### src/rtl/uart_sat_counter.sv
// Saturating up-counter with synchronous clear; clear together with an increment loads 1.
module uart_sat_counter #(
  parameter int WIDTH = 8
) (
  input  logic             clock,
  input  logic             reset,
  input  logic             inc,
  input  logic             clr,
  output logic [WIDTH-1:0] count
);

  always_ff @(posedge clock) begin
    if (reset) begin
      count <= '0;
    end else if (clr) begin
      count <= inc ? WIDTH'(1) : '0;
    end else if (inc && (count != '1)) begin
      count <= count + WIDTH'(1);
    end
  end

endmodule

### config.mk
export PLATFORM = sky130hd
export DESIGN_NAME = uart_sat_counter
export DESIGN_NICKNAME = d
export VERILOG_FILES = /design/src/rtl/uart_sat_counter.sv
export SDC_FILE = /design/constraint.sdc
export NUM_CORES = 1
export LEC_CHECK = 0
export BUFFER_PORTS_ARGS = -buffer_cell sky130_fd_sc_hd__clkbuf_2
export CAP_MARGIN = 20
export CORE_AREA = 3 3 40 42
export DETAILED_ROUTE_END_ITERATION = 12
export DIE_AREA = 0 0 43 45
export MAX_ROUTING_LAYER = met4
export PLACE_DENSITY = 0.61
export SKIP_CTS_REPAIR_TIMING = 1
export SYNTH_ARGS = -nofsm -noshare
export SYNTH_HDL_FRONTEND = slang
export SYNTH_SLANG_ARGS = --single-unit
### constraint.sdc
create_clock -name clock -period 3.54 [get_ports clock]
set_input_delay 0.708 -clock clock [delete_from_list [all_inputs] [get_ports clock]]
set_output_delay 0.708 -clock clock [all_outputs]
set_load 0.1 [all_outputs]
==> results.cfg <==
[critical_path]
start_kind = flip-flop
reg2reg_depth = 4
critPathSlowestCell = clkbuf_2
crit_buf_inv = 1
timing.rr.end = count[4]$_SDFFE_PP0P_
path_class = reg -> out
crit_arrival_ps = 1210
critPathLaunch = count[7]$_SDFFE_PP0P_
critPathMaxStageDelay_ps = 510
path_max_fanout = 8
r2r_start = count[0]$_SDFFE_PP0P_
critical_path.top_delay_family = buffers and inverters
rrSetupSlack_ps = 2160
cp-endpoint = count[7]
cp_data_required_time_ps = 2830
cp.depth = 1
crit_chain = clkbuf_2
critPathCaptureType = primary output

[status]
outcome = complete, no violations

[timing]
fin_crit_ps = 1920
finClkSkew_ps = 2.81
slew_headroom = 0.641
setup-tns-final_ps = 0
fin_ws_ps = 1620
setup_violations = 0
fmax_ghz = 0.522
rsz0062_at_grt = false
drv_slew = 0
worstMarginPinSlew_ps = 540
hold_ws_ps = 518
hold_viol_final = 0
finalCritPeriodShare = 0.541

[power]
clockPowerShare = 0.379
vdd_drop_max_uv = 150
switching_share = 0.269
intPower_mw = 0.136
seqPwrFrac = 0.500
comb_power_share = 0.121
p_per_area_mw_per_mm2 = 350
p_sw_mw = 0.0501
leakagePower_nw = 0.223

[route]
initialDrtViolationCount = 22
ant_nets = 0
detail_route.first_pass.iterations = 4
wire_per_inst_um = 12.7
num_vias = 453
drc_errors = 0
drt-total-wl_mm = 1.03
viasPerCell = 5.59

[final_layout]
fill_cells = 138
utilization = 0.415
reg_top3 = count x8
drive_gt1_frac = 0.242
syn2layout_area_growth_pct = 20.0
nets = 73
layout_common_cells = 11 x clkbuf_2, 8 x dfxtp_1, 5 x nand2_1
regMostFlops = count
antenna_cells = 0
largest_reg_flops = 8
layout_commonest_cell = clkbuf_2

[logic_synthesis]
synth_seq_cells = 8
synth_top_area_cell = dfxtp_1
ys_types = 25
syn_nets = 58
avgSynthCellArea_um2 = 8.38
synth_area_leaders = dfxtp_1 36%, mux2i_1 6.8%, a31oi_1 5.6%
yosys.area.top_type_share = 0.361
synth-seq-area-share = 0.361
syn-cell-area_um2 = 444
netlist_instances = 53
ys_warn_count = 0

[global_route]
top_usage_layer = met2
use_met3 = 0.0279
grt_pass1_vias = 401
grt_pass1_wl_mm = 1.73
gr-total-overflow = 0
grt_max_degree = 9
globalRouteTotalUtil = 0.121
met1_usage = 0.158
grtUsageMet2 = 0.171
antenna_found_initial = 0

[clocking]
cts_tree = yes
clock_path_buffers = 2
cts_made_buffers = 3
clk_latency_ps = 250
htree_levels = 1
cts_root_buf = clkbuf_4
cts.sinks = 8
path_clk_slew_ps = 50

[worst_hold_path]
min_path_type = reg -> reg

[flow_run]
maxCapViolCount = 0

[floorplan]
die_h_um = 45
core-area_mm2 = 0.00128
std_cell_rows = 13
die-width_um = 43
ios = 12
start_util = 0.346
dieArea_mm2 = 0.00194

[placement]
dp_slack_ps = 1890
portBuffers = 11
dp_hpwl_um = 776
globalplace.congestion = 0.765
-- routing by layer --
metal | wire length (um) | share of wire
met2 | 410 | 0.40
met5 | 0 | 0
met3 | 71 | 0.069
met4 | 18 | 0.018
met1 | 524 | 0.51
-- power groups by stage --
stage	clock network [mW]	registers, mW	logic, mW
after floorplan	0	0.104	0.00717
after global placement	0	0.0952	0.0225
after detailed placement	0	0.0951	0.0228
after CTS	0.0736	0.0932	0.0228
after global routing	0.0775	0.0936	0.0246
final	0.0706	0.0932	0.0226
-- how the worst min path moves through the flow --
stage,start,to,slack (ps),cells past startpoint
finish,count[1]$_SDFFE_PP0P_,count[1]$_SDFFE_PP0P_,520,2
global route,count[1]$_SDFFE_PP0P_,count[1]$_SDFFE_PP0P_,560,2
CTS,count[1]$_SDFFE_PP0P_,count[1]$_SDFFE_PP0P_,520,2
detailed placement,count[1]$_SDFFE_PP0P_,count[1]$_SDFFE_PP0P_,510,2
global placement,count[1]$_SDFFE_PP0P_,count[1]$_SDFFE_PP0P_,500,2
floorplan,reset,count[0]$_SDFFE_PP0P_,780,1
-- area by class of cell --
cell class	count	area (um^2)	share of cell area
multi-input cells	40	262	0.491
flip-flops and latches	8	160	0.300
repair buffers	11	55.1	0.103
clock buffers	3	22.5	0.0423
well taps	15	18.8	0.0352
inverters	4	15.0	0.0282
-- synth_stat cells --
library cell,instances
dfxtp_1,8
nand2_1,5
a21oi_1,4
a31oi_1,4
inv_1,4
mux2i_1,3
nand4_1,3
and4_1,2
nand3_1,2
nor2_1,2
o21ai_0,2
a2111oi_1,1
a211oi_1,1
a31o_2,1
and2_1,1
and3_1,1
and3_2,1
buf_4,1
ha_1,1
nand2b_1,1
nand4b_1,1
nor2b_1,1
nor4_1,1
o311ai_0,1
o41ai_1,1
-- through the flow --
step,area (um^2),std cells,total power [mW]
3_3_place_gp,510,78,0.118
2_1_floorplan,444,53,0.112
4_1_cts,533,81,0.189
5_1_grt,533,81,0.196
6_report,533,81,0.186
3_5_place_dp,510,78,0.118
-- cell families after synthesis --
kind of cell / share of synthesized area
buffers and inverters: 0.0507
multiplexers: 0.0676
AND/OR/NAND/NOR: 0.271
flip-flops: 0.361
AO/OA/AOI/OAI: 0.223
adder cells (fa/ha/maj): 0.0282
(Power assumes the default switching activity.)
